===== src/rtl/cache_pkg.sv =====
// Shared types and helpers for the cache-domain CPU responder: FSM states,
// default geometry and the byte-lane merge used on write hits and fills.
package cache_pkg;

  typedef enum logic [2:0] {
    ST_IDLE,
    ST_LOOKUP,
    ST_MEM_RD,
    ST_MEM_WR,
    ST_RESP
  } state_e;

  localparam int DEF_ADDR_SIZE  = 16;
  localparam int DEF_WORD_SIZE  = 32;
  localparam int DEF_INDEX_BITS = 6;
  localparam int DEF_TAG_BITS   = DEF_ADDR_SIZE - DEF_INDEX_BITS;

  localparam logic [3:0] BVAL_ALL = 4'hF;

  function automatic logic [31:0] byte_merge(input logic [31:0] old_word,
                                             input logic [31:0] new_word,
                                             input logic [3:0]  bval);
    logic [31:0] res;
    res = old_word;
    for (int i = 0; i < 4; i++) begin
      if (bval[i]) res[8*i +: 8] = new_word[8*i +: 8];
    end
    return res;
  endfunction

endpackage


===== src/rtl/cache_line_store.sv =====
// Direct-mapped line storage: valid bits with synchronous clear, plus tag and
// data arrays that are never reset. One shared index for lookup and update.
module cache_line_store
  import cache_pkg::*;
#(
  parameter int INDEX_BITS = DEF_INDEX_BITS,
  parameter int TAG_BITS   = DEF_TAG_BITS,
  parameter int WORD_SIZE  = DEF_WORD_SIZE
) (
  input  logic                  clk,
  input  logic                  clr,
  input  logic [INDEX_BITS-1:0] index,
  output logic                  rd_valid,
  output logic [TAG_BITS-1:0]   rd_tag,
  output logic [WORD_SIZE-1:0]  rd_data,
  input  logic                  wr_en,
  input  logic [TAG_BITS-1:0]   wr_tag,
  input  logic [WORD_SIZE-1:0]  wr_data,
  input  logic [3:0]            wr_bval
);

  localparam int LINES = 1 << INDEX_BITS;

  logic [LINES-1:0]     valid_q;
  logic [LINES-1:0]     valid_d;
  logic [TAG_BITS-1:0]  tag_mem  [LINES];
  logic [WORD_SIZE-1:0] data_mem [LINES];

  always_comb begin
    valid_d = valid_q;
    if (wr_en) valid_d[index] = 1'b1;
  end

  // Clear wins over a same-cycle write so reset always leaves the cache empty.
  always_ff @(posedge clk) begin
    if (clr) valid_q <= '0;
    else     valid_q <= valid_d;
  end

  always_ff @(posedge clk) begin
    if (wr_en) begin
      tag_mem[index]  <= wr_tag;
      data_mem[index] <= byte_merge(data_mem[index], wr_data, wr_bval);
    end
  end

  assign rd_valid = valid_q[index];
  assign rd_tag   = tag_mem[index];
  assign rd_data  = data_mem[index];

endmodule


===== src/rtl/cache_cpu_responder.sv =====
// Services one-cycle CPU strobes from a direct-mapped, write-through,
// no-write-allocate cache, going to the memory port on misses and all writes.
module cache_cpu_responder
  import cache_pkg::*;
#(
  parameter int ADDR_SIZE  = DEF_ADDR_SIZE,
  parameter int WORD_SIZE  = DEF_WORD_SIZE,
  parameter int INDEX_BITS = DEF_INDEX_BITS
) (
  input  logic                 cache_clk,
  input  logic                 cache_rst,
  input  logic [ADDR_SIZE-1:0] cache_addr,
  input  logic [WORD_SIZE-1:0] cache_wdata,
  input  logic [3:0]           cache_bval,
  input  logic                 cache_rd,
  input  logic                 cache_wr,
  output logic                 cache_ack,
  output logic [WORD_SIZE-1:0] cache_rdata,
  output logic [ADDR_SIZE-1:0] mem_addr,
  output logic [WORD_SIZE-1:0] mem_wdata,
  output logic [3:0]           mem_bval,
  output logic                 mem_rd,
  output logic                 mem_wr,
  input  logic                 mem_ack,
  input  logic [WORD_SIZE-1:0] mem_rdata,
  output logic                 req_overrun
);

  localparam int TAG_BITS = ADDR_SIZE - INDEX_BITS;

  state_e               state_q, state_d;
  logic [ADDR_SIZE-1:0] addr_q, addr_d;
  logic [WORD_SIZE-1:0] wdata_q, wdata_d;
  logic [3:0]           bval_q, bval_d;
  logic                 is_wr_q, is_wr_d;
  logic [WORD_SIZE-1:0] rdata_q, rdata_d;
  logic                 ack_q, ack_d;
  logic                 mem_rd_q, mem_rd_d;
  logic                 mem_wr_q, mem_wr_d;
  logic [3:0]           mem_bval_q, mem_bval_d;
  logic                 overrun_q, overrun_d;

  logic                 line_valid;
  logic [TAG_BITS-1:0]  line_tag;
  logic [WORD_SIZE-1:0] line_data;
  logic                 hit;
  logic                 strobe;
  logic                 st_wr_en;
  logic [WORD_SIZE-1:0] st_wr_data;
  logic [3:0]           st_wr_bval;

  cache_line_store #(
    .INDEX_BITS (INDEX_BITS),
    .TAG_BITS   (TAG_BITS),
    .WORD_SIZE  (WORD_SIZE)
  ) u_store (
    .clk      (cache_clk),
    .clr      (cache_rst),
    .index    (addr_q[INDEX_BITS-1:0]),
    .rd_valid (line_valid),
    .rd_tag   (line_tag),
    .rd_data  (line_data),
    .wr_en    (st_wr_en),
    .wr_tag   (addr_q[ADDR_SIZE-1:INDEX_BITS]),
    .wr_data  (st_wr_data),
    .wr_bval  (st_wr_bval)
  );

  assign hit    = line_valid && (line_tag == addr_q[ADDR_SIZE-1:INDEX_BITS]);
  assign strobe = cache_rd || cache_wr;

  always_comb begin
    state_d    = state_q;
    addr_d     = addr_q;
    wdata_d    = wdata_q;
    bval_d     = bval_q;
    is_wr_d    = is_wr_q;
    rdata_d    = rdata_q;
    ack_d      = 1'b0;
    mem_rd_d   = mem_rd_q;
    mem_wr_d   = mem_wr_q;
    mem_bval_d = mem_bval_q;
    overrun_d  = overrun_q;
    st_wr_en   = 1'b0;
    st_wr_data = wdata_q;
    st_wr_bval = bval_q;

    case (state_q)
      ST_IDLE: begin
        if (strobe) begin
          addr_d  = cache_addr;
          wdata_d = cache_wdata;
          bval_d  = cache_bval;
          is_wr_d = cache_wr;
          state_d = ST_LOOKUP;
          if (cache_rd && cache_wr) overrun_d = 1'b1;
        end
      end
      ST_LOOKUP: begin
        if (!is_wr_q) begin
          if (hit) begin
            rdata_d = line_data;
            ack_d   = 1'b1;
            state_d = ST_RESP;
          end else begin
            mem_rd_d   = 1'b1;
            mem_bval_d = BVAL_ALL;
            state_d    = ST_MEM_RD;
          end
        end else begin
          // Write-through: the memory write happens whether or not the line hits.
          st_wr_en   = hit;
          mem_wr_d   = 1'b1;
          mem_bval_d = bval_q;
          state_d    = ST_MEM_WR;
        end
      end
      ST_MEM_RD: begin
        if (mem_ack) begin
          st_wr_en   = 1'b1;
          st_wr_data = mem_rdata;
          st_wr_bval = BVAL_ALL;
          rdata_d    = mem_rdata;
          mem_rd_d   = 1'b0;
          ack_d      = 1'b1;
          state_d    = ST_RESP;
        end
      end
      ST_MEM_WR: begin
        if (mem_ack) begin
          mem_wr_d = 1'b0;
          ack_d    = 1'b1;
          state_d  = ST_RESP;
        end
      end
      ST_RESP: state_d = ST_IDLE;
      default: state_d = ST_IDLE;
    endcase

    if (state_q != ST_IDLE && strobe) overrun_d = 1'b1;
  end

  always_ff @(posedge cache_clk) begin
    if (cache_rst) begin
      state_q    <= ST_IDLE;
      addr_q     <= '0;
      wdata_q    <= '0;
      bval_q     <= '0;
      is_wr_q    <= 1'b0;
      rdata_q    <= '0;
      ack_q      <= 1'b0;
      mem_rd_q   <= 1'b0;
      mem_wr_q   <= 1'b0;
      mem_bval_q <= '0;
      overrun_q  <= 1'b0;
    end else begin
      state_q    <= state_d;
      addr_q     <= addr_d;
      wdata_q    <= wdata_d;
      bval_q     <= bval_d;
      is_wr_q    <= is_wr_d;
      rdata_q    <= rdata_d;
      ack_q      <= ack_d;
      mem_rd_q   <= mem_rd_d;
      mem_wr_q   <= mem_wr_d;
      mem_bval_q <= mem_bval_d;
      overrun_q  <= overrun_d;
    end
  end

  assign cache_ack   = ack_q;
  assign cache_rdata = rdata_q;
  assign mem_addr    = addr_q;
  assign mem_wdata   = wdata_q;
  assign mem_bval    = mem_bval_q;
  assign mem_rd      = mem_rd_q;
  assign mem_wr      = mem_wr_q;
  assign req_overrun = overrun_q;

endmodule


===== config.mk =====
export PLATFORM = sky130hd
export DESIGN_NAME = cache_cpu_responder
export DESIGN_NICKNAME = d
export VERILOG_FILES = /design/src/rtl/cache_pkg.sv /design/src/rtl/cache_line_store.sv /design/src/rtl/cache_cpu_responder.sv
export SDC_FILE = /design/constraint.sdc
export NUM_CORES = 2
export LEC_CHECK = 0
export ABC_AREA = 1
export BUFFER_PORTS_ARGS = -buffer_cell sky130_fd_sc_hd__clkbuf_2
export CORE_ASPECT_RATIO = 1.5
export CORE_MARGIN = 2
export CORE_UTILIZATION = 45
export DETAILED_ROUTE_END_ITERATION = 8
export MAX_ROUTING_LAYER = met4
export PLACE_DENSITY = 0.65
export SLEW_MARGIN = 15
export SYNTH_ARGS = -nofsm -noshare
export SYNTH_HDL_FRONTEND = slang
export SYNTH_HIERARCHICAL = 1
export SYNTH_SLANG_ARGS = --single-unit

===== constraint.sdc =====
create_clock -name cache_clk -period 6.7 [get_ports cache_clk]
set_input_delay 0.67 -clock cache_clk [delete_from_list [all_inputs] [get_ports cache_clk]]
set_output_delay 0.67 -clock cache_clk [all_outputs]
set_load 0.02 [all_outputs]

# ---- After elaboration in Yosys (flattened, before gate mapping)
# Memories as Yosys holds them, arrays and structs flattened. A register that Yosys moved wholly into a read port is not among the register bits.
# Cells that the tools add are included.
dict set report classes {
  n_addsub 0
  multipliers 0
  div 0
  magnitude_cmp 2
  n_eq_ne 13
  shift 0
  n_mux 49
  bitwise_logic 1
  reduce_logical 20
}
# operator n
set ops {}
lappend ops {{32-bit two-way mux} 5}
lappend ops {{8-bit two-way mux} 8}
lappend ops {{64-bit OR} 1}
lappend ops {{32-bit one-hot mux with 2 select lines} 1}
lappend ops {{6-bit two-way mux} 4}
lappend ops {{1-bit two-way mux} 16}
lappend ops {{4-bit two-way mux} 4}
lappend ops {{2-bit != test, second input constant} 8}
lappend ops {{3-bit two-way mux} 4}
lappend ops {{10-bit equality test} 1}
lappend ops {{2-bit nonzero test} 5}
lappend ops {{3-bit one-hot mux with 3 select lines} 1}
lappend ops {{1-bit one-hot mux with 2 select lines} 4}
lappend ops {{4-bit AND reduction} 2}
lappend ops {{6-bit by 7-bit < comparator with 1-bit output, second input constant} 1}
lappend ops {{1-bit binary-select mux with 6-bit select} 1}
lappend ops {{1-bit demux with 6-bit select} 1}
lappend ops {{3-bit by 2-bit equality test with 1-bit output, second input constant} 2}
lappend ops {{6-bit by 1-bit greater-or-equal comparator with 1-bit output, second input constant} 1}
lappend ops {{2-bit AND reduction} 3}
lappend ops {{3-bit AND reduction} 2}
lappend ops {{1-bit logical AND} 4}
lappend ops {{3-bit by 1-bit equality test with 1-bit output, second input constant} 1}
lappend ops {{3-bit zero test} 1}
lappend ops {{other kinds (4)} 4}
dict set report totals {
  regBits 160
  latch_bits 0
  ramBits 2688
  romBits 0
  out_inout_bits 88
  word_cells 99
  mem_count 2
}
# name depth width rd rd_clocked_by_memory_dff wr line_no
set memory_table {}
lappend memory_table {u_store.data_mem 64 32 1 1 1 cache_line_store.sv:27} ;# logic [WORD_SIZE-1:0] data_mem [LINES];
lappend memory_table {u_store.tag_mem 64 10 1 1 1 cache_line_store.sv:26} ;# logic [TAG_BITS-1:0] tag_mem [LINES];

# ---- Logic depth before layout (Yosys ltp)
dict set report depth {
  word_depth 7
  ltp_mapped 29
  depth_no_buf 25
}

# ---- Cells and area by module
# The synthesis kept the hierarchy.
# module n_inst cells_per_inst area_per_inst_um2
set modules_own_cells {}
lappend modules_own_cells {cache_line_store 1 11069 115866.1}
lappend modules_own_cells {cache_cpu_responder 1 725 4657.0}

# ---- Least setup slack after synthesis
# OpenSTA, ideal clock, no wires.
dict set report synth_timing {
  path_type {register -> register}
  from {register addr_q[0], in the netlist mem_addr[0]}
  to {memory u_store/data_mem[11][0] (netlist name), enable pin}
  arrival_ns 4.761
  slack_ns 1.496
  stages_incl_launch_ff 25
  period_less_slack_ns 5.204
  path_cell_list {dfxtp_1 buf_4 inv_2 buf_4 buf_2 nor2_2 buf_2 a22oi_1 nand3_1 nand2_1 nand2_1 nor2_1 nand2_1 inv_1 nand2_1 nand2_1 nor2_1 nand2_1 nor2_1 nand2_1 o21ai_0 clkinv_1 nor3_1 inv_1 nor2_1}
}
dict set report synth_between {
  elab_chain_cells 7
}
# element line_no
set synth_rtl {}
lappend synth_rtl {{from (decl)} cache_cpu_responder.sv:32} ;# logic [ADDR_SIZE-1:0] addr_q, addr_d;
lappend synth_rtl {{from (signal assigned)} cache_cpu_responder.sv:158} ;# addr_q <= addr_d;
lappend synth_rtl {{1-bit binary-select mux with 6-bit select} cache_line_store.sv:47} ;# assign rd_valid = valid_q[index];
lappend synth_rtl {{1-bit two-way mux (implied by the code)} cache_line_store.sv:47}
lappend synth_rtl {{1-bit logical AND} cache_cpu_responder.sv:69} ;# assign hit = line_valid && (line_tag == addr_q[ADDR_SIZE-1:INDEX_BITS]);
lappend synth_rtl {{1-bit two-way mux} cache_cpu_responder.sv:100} ;# if (!is_wr_q) begin
lappend synth_rtl {{1-bit one-hot mux with 2 select lines} cache_cpu_responder.sv:88} ;# case (state_q)
lappend synth_rtl {{net st_wr_en} cache_cpu_responder.sv:48} ;# logic st_wr_en;
lappend synth_rtl {{1-bit two-way mux} cache_line_store.sv:41} ;# if (wr_en) begin
lappend synth_rtl {{1-bit two-way mux (implied by the code)} cache_line_store.sv:43} ;# data_mem[index] <= byte_merge(data_mem[index], wr_data, wr_bval);
lappend synth_rtl {{to (decl)} cache_line_store.sv:27}
# The timed path passes the listed nets, and every way through them passes these cells. The select of a mux whose other input is x is not followed.

# ---- Worst setup path after layout
dict set report layout_timing {
  from {register addr_q[0], in the netlist mem_addr[0]}
  to {memory u_store/data_mem[43][4] (netlist name), enable pin}
}
# The elaborated chain is that of the path after synthesis.

==> flow_summary.toml <==
[route]
wl_um = 371600
routed_via_density = 5.344
firstDrtPassIters = 6
dr_total_vias = 83939
drc = 0
drt_iter0_markers = 9846
final_antenna_net_count = 0
wl_per_cell_um = 23.66

[synth]
syn_nets = 11883
ys_warn_count = 6
synthCells = 11794
synth.distinct_cells = 33
ys_ff_latch = 2848
syn_area_um2 = 120500
synth_area_per_cell_um2 = 10.22
synth-seq-area-share = 0.6963

[power]
power_density_nw_per_um2 = 451.2
leakage_nw = 57.54
ir_drop_mv = 0.6521

[status]
status = "finished clean"

[min_path]
worstHoldPathCells = 3
hold_class = "in2reg"

[timing]
min_period_ps = 5929
hold_viol = 0
max_clock_freq_mhz = 168.7
max_slew_margin = 0.1439
setup_viol = 0
skew_ps = 58.72
fin_crit_sh = 0.8849
final.setup.tns_ps = 0
drv_slew = 0
rsz0062_at_grt = "false"
worst_pin_slew_ps = 1284

[setup_path]
cp_data_required_time_ps = 7210
cp_max_fo = 75
critical_path_depth = 24
crit_type = "reg2reg"
cp_common_cell = "nand2_1"
critPathTopFamily = "simple AND/OR/NAND/NOR gates"
cpMaxStageDelayCell = "dfxtp_4"
crit_buf_inv = 7
crit_chain = "inv_8 > buf_4 > nand2_1 > a21oi_1 > o21ai_0 > buf_4 > nand2_1 > nand2_1 > nand2_1 > nor2_1 > nand2_1 > nand2_1 > nand2_1 > nor2_1 > nand2_1 > nor2_1 > nand2_1 > o21ai_0 > clkinv_1 > buf_4 > nor3_1 > inv_1 > nor2_4 > buf_4"
cp-start-kind = "register"
max_stage_delay_ps = 630
critPathCaptureType = "register"
arrival_ps = 6440
ff2ff_path_depth = 24

[clock_tree]
cts_root_buffer = "clkbuf_16"
clk_pin_slew_ps = 70
cts_sinks = 2848
cts_tree = "yes"
htree_levels = 5
cts_buffer_depth = 4
cts_buffers = 277
clkLatencyLatePin_ps = 890

[run]
maxCapViolCount = 0

[place]
placed_area_um2 = 127000
dp_hpwl_um = 224100
gp_congestion = 1.003
port_buffers = 176

[layout]
seqCellArea_um2 = 83970
fin_nets = 12075
multiInputGateArea_um2 = 27530
final_cell_area_um2 = 135800
final_layout_size_suffix_gt1_frac = 0.08639
fillers = 22962
area_delta_synth_final_pct = 12.70

[floorplan]
die_x_um = 426.6
start_util = 0.4528
pin_count = 177
die_h_um = 637.8
row_count = 232
fp.dieArea_um2 = 272100
core_um2 = 266200

[global_routing]
grt.overflow.total = 0
antenna_found_initial = 14
grt_max_degree = 197
grt_use_total = 0.2766
grt_pass1_vias = 80950
grt_pass1_wl_um = 537100
==> cell usage in the layout, fill, tap and decap left out, types with 109 or more instances in the layout <==
| cell type | count |
|---|---|
| a21oi_1 | 199 |
| buf_4 | 191 |
| dfxtp_1 | 147 |
| inv_1 | 1934 |
| clkbuf_2 | 175 |
| o21ai_0 | 359 |
| edfxtp_1 | 2688 |
| nor2_1 | 635 |
| clkbuf_16 | 288 |
| nand2_1 | 3966 |
| nand3_1 | 920 |
| or2_2 | 109 |
==> metal layers <==
| metal | part of all wire | vias to the layer above | GRT usage |
|---|---|---|---|
| li1 | - | 38107 | - |
| met1 | 0.36 | 40668 | 0.3236 |
| met2 | 0.48 | 4181 | 0.4508 |
| met3 | 0.089 | 983 | 0.04483 |
| met4 | 0.070 | 0 | 0.1618 |
| met5 | 0 | - | - |
==> worst min-delay path: cells and delay by family <==
kind	cells	cell delay, ps
buffers and inverters	1	70
AND/OR/NAND/NOR	2	120
==> power breakdown <==
group / switching, mW / internal (mW)
clock network: 6.66 / 8.74
logic: 16.3 / 4.06
registers: 0.606 / 24.9
==> through the flow <==
| stage | power (mW) | utilization | cells | setup slack [ps] | hold slack (ps) |
|---|---|---|---|---|---|
| finish | 61.29 | 0.5103 | 15707 | 771.2 | 20.28 |
| global route | 63.31 | 0.5103 | 15703 | 683.4 | 16.44 |
| CTS | 61.18 | 0.5102 | 15699 | 1007 | 1.047 |
| detailed placement | 45.93 | 0.4772 | 15210 | 977.4 | 457.3 |
| global placement | 45.69 | 0.4771 | 15209 | 898.4 | 449.7 |
| floorplan | 35.98 | - | 11794 | 1496 | 440.2 |
==> sequential cells by signal, summed over array words and instances, names as in the netlist <==
name and count:
bval_q 4, cache_ack 1, u_store/data_mem 2048, cache_rdata 32, req_overrun 1, is_wr_q 1, mem_wr 1, state_q 3
mem_bval 4, mem_wdata 32, mem_rd 1, u_store/tag_mem 640, u_store/valid_q 64, mem_addr 16
==> layout make-up <==
class / count / area share
flip-flops and latches: 2848 / 0.6182
multi-input cells: 6462 / 0.2027
clock buffers: 356 / 0.05560
inverters: 1948 / 0.05397
well taps: 3510 / 0.03233
repair buffers: 449 / 0.02857
clock inverters: 126 / 0.008530
diodes: 8 / 0.0001474
==> synth_stat cells <==
library cell | n | area (um2)
a31oi_1 | 2 | 12.51
nor2_4 | 1 | 11.26
dfxtp_1 | 160 | 3203
nand2_1 | 3974 | 14920
nor3_1 | 9 | 45.04
edfxtp_1 | 2688 | 80720
inv_1 | 1935 | 7263
o211ai_1 | 32 | 240.2
clkbuf_1 | 224 | 840.8
o22ai_1 | 1 | 6.260
nand3_2 | 1 | 10.01
nand3_1 | 921 | 4609
buf_4 | 7 | 52.55
o21a_1 | 1 | 7.510
buf_6 | 6 | 67.56
o21ai_2 | 1 | 8.760
nand4_1 | 9 | 56.30
nand3b_1 | 13 | 97.59
nor2_2 | 5 | 31.28
o21ai_0 | 360 | 1802
a22oi_1 | 37 | 277.8
buf_1 | 49 | 183.9
nand2_2 | 1 | 6.260
buf_2 | 245 | 1226
a21oi_4 | 1 | 16.27
a21oi_1 | 199 | 996.0
o21ai_1 | 80 | 400.4
nor2_1 | 703 | 2639
clkbuf_2 | 5 | 25.02
inv_2 | 10 | 37.54
nand2_4 | 2 | 22.52
or2_2 | 109 | 681.9
clkinv_1 | 3 | 11.26
==> cells by family (layout without fill, tap and decap cells) <==
kind of cell,count (synthesis),count (layout),synth area share
buf+inv,2484,2879,0.08055
other cells,0,8,0
simple gates,5748,5748,0.1919
compound gates,714,714,0.03126
flops,2848,2848,0.6963
==> worst paths after layout <==
path	start	to	slack (ps)
min reg2reg	u_store/valid_q[49]$_SDFFE_PP0P_	u_store/valid_q[49]$_SDFFE_PP0P_	470
max reg2reg	mem_addr[0]$_SDFFE_PP0P_	u_store/data_mem[43][4]$_DFFE_PP_	770
min	cache_addr[8]	mem_addr[8]$_SDFFE_PP0P_	20
max	mem_addr[0]$_SDFFE_PP0P_	u_store/data_mem[43][4]$_DFFE_PP_	770
==> repair_timing <==
action                                 CTS  global route
setup buffers                            0             0
gates resized for setup                  0             0
endpoints found under the hold margin    7             0
hold buffers                             7             0
(Power assumes the default switching activity.)
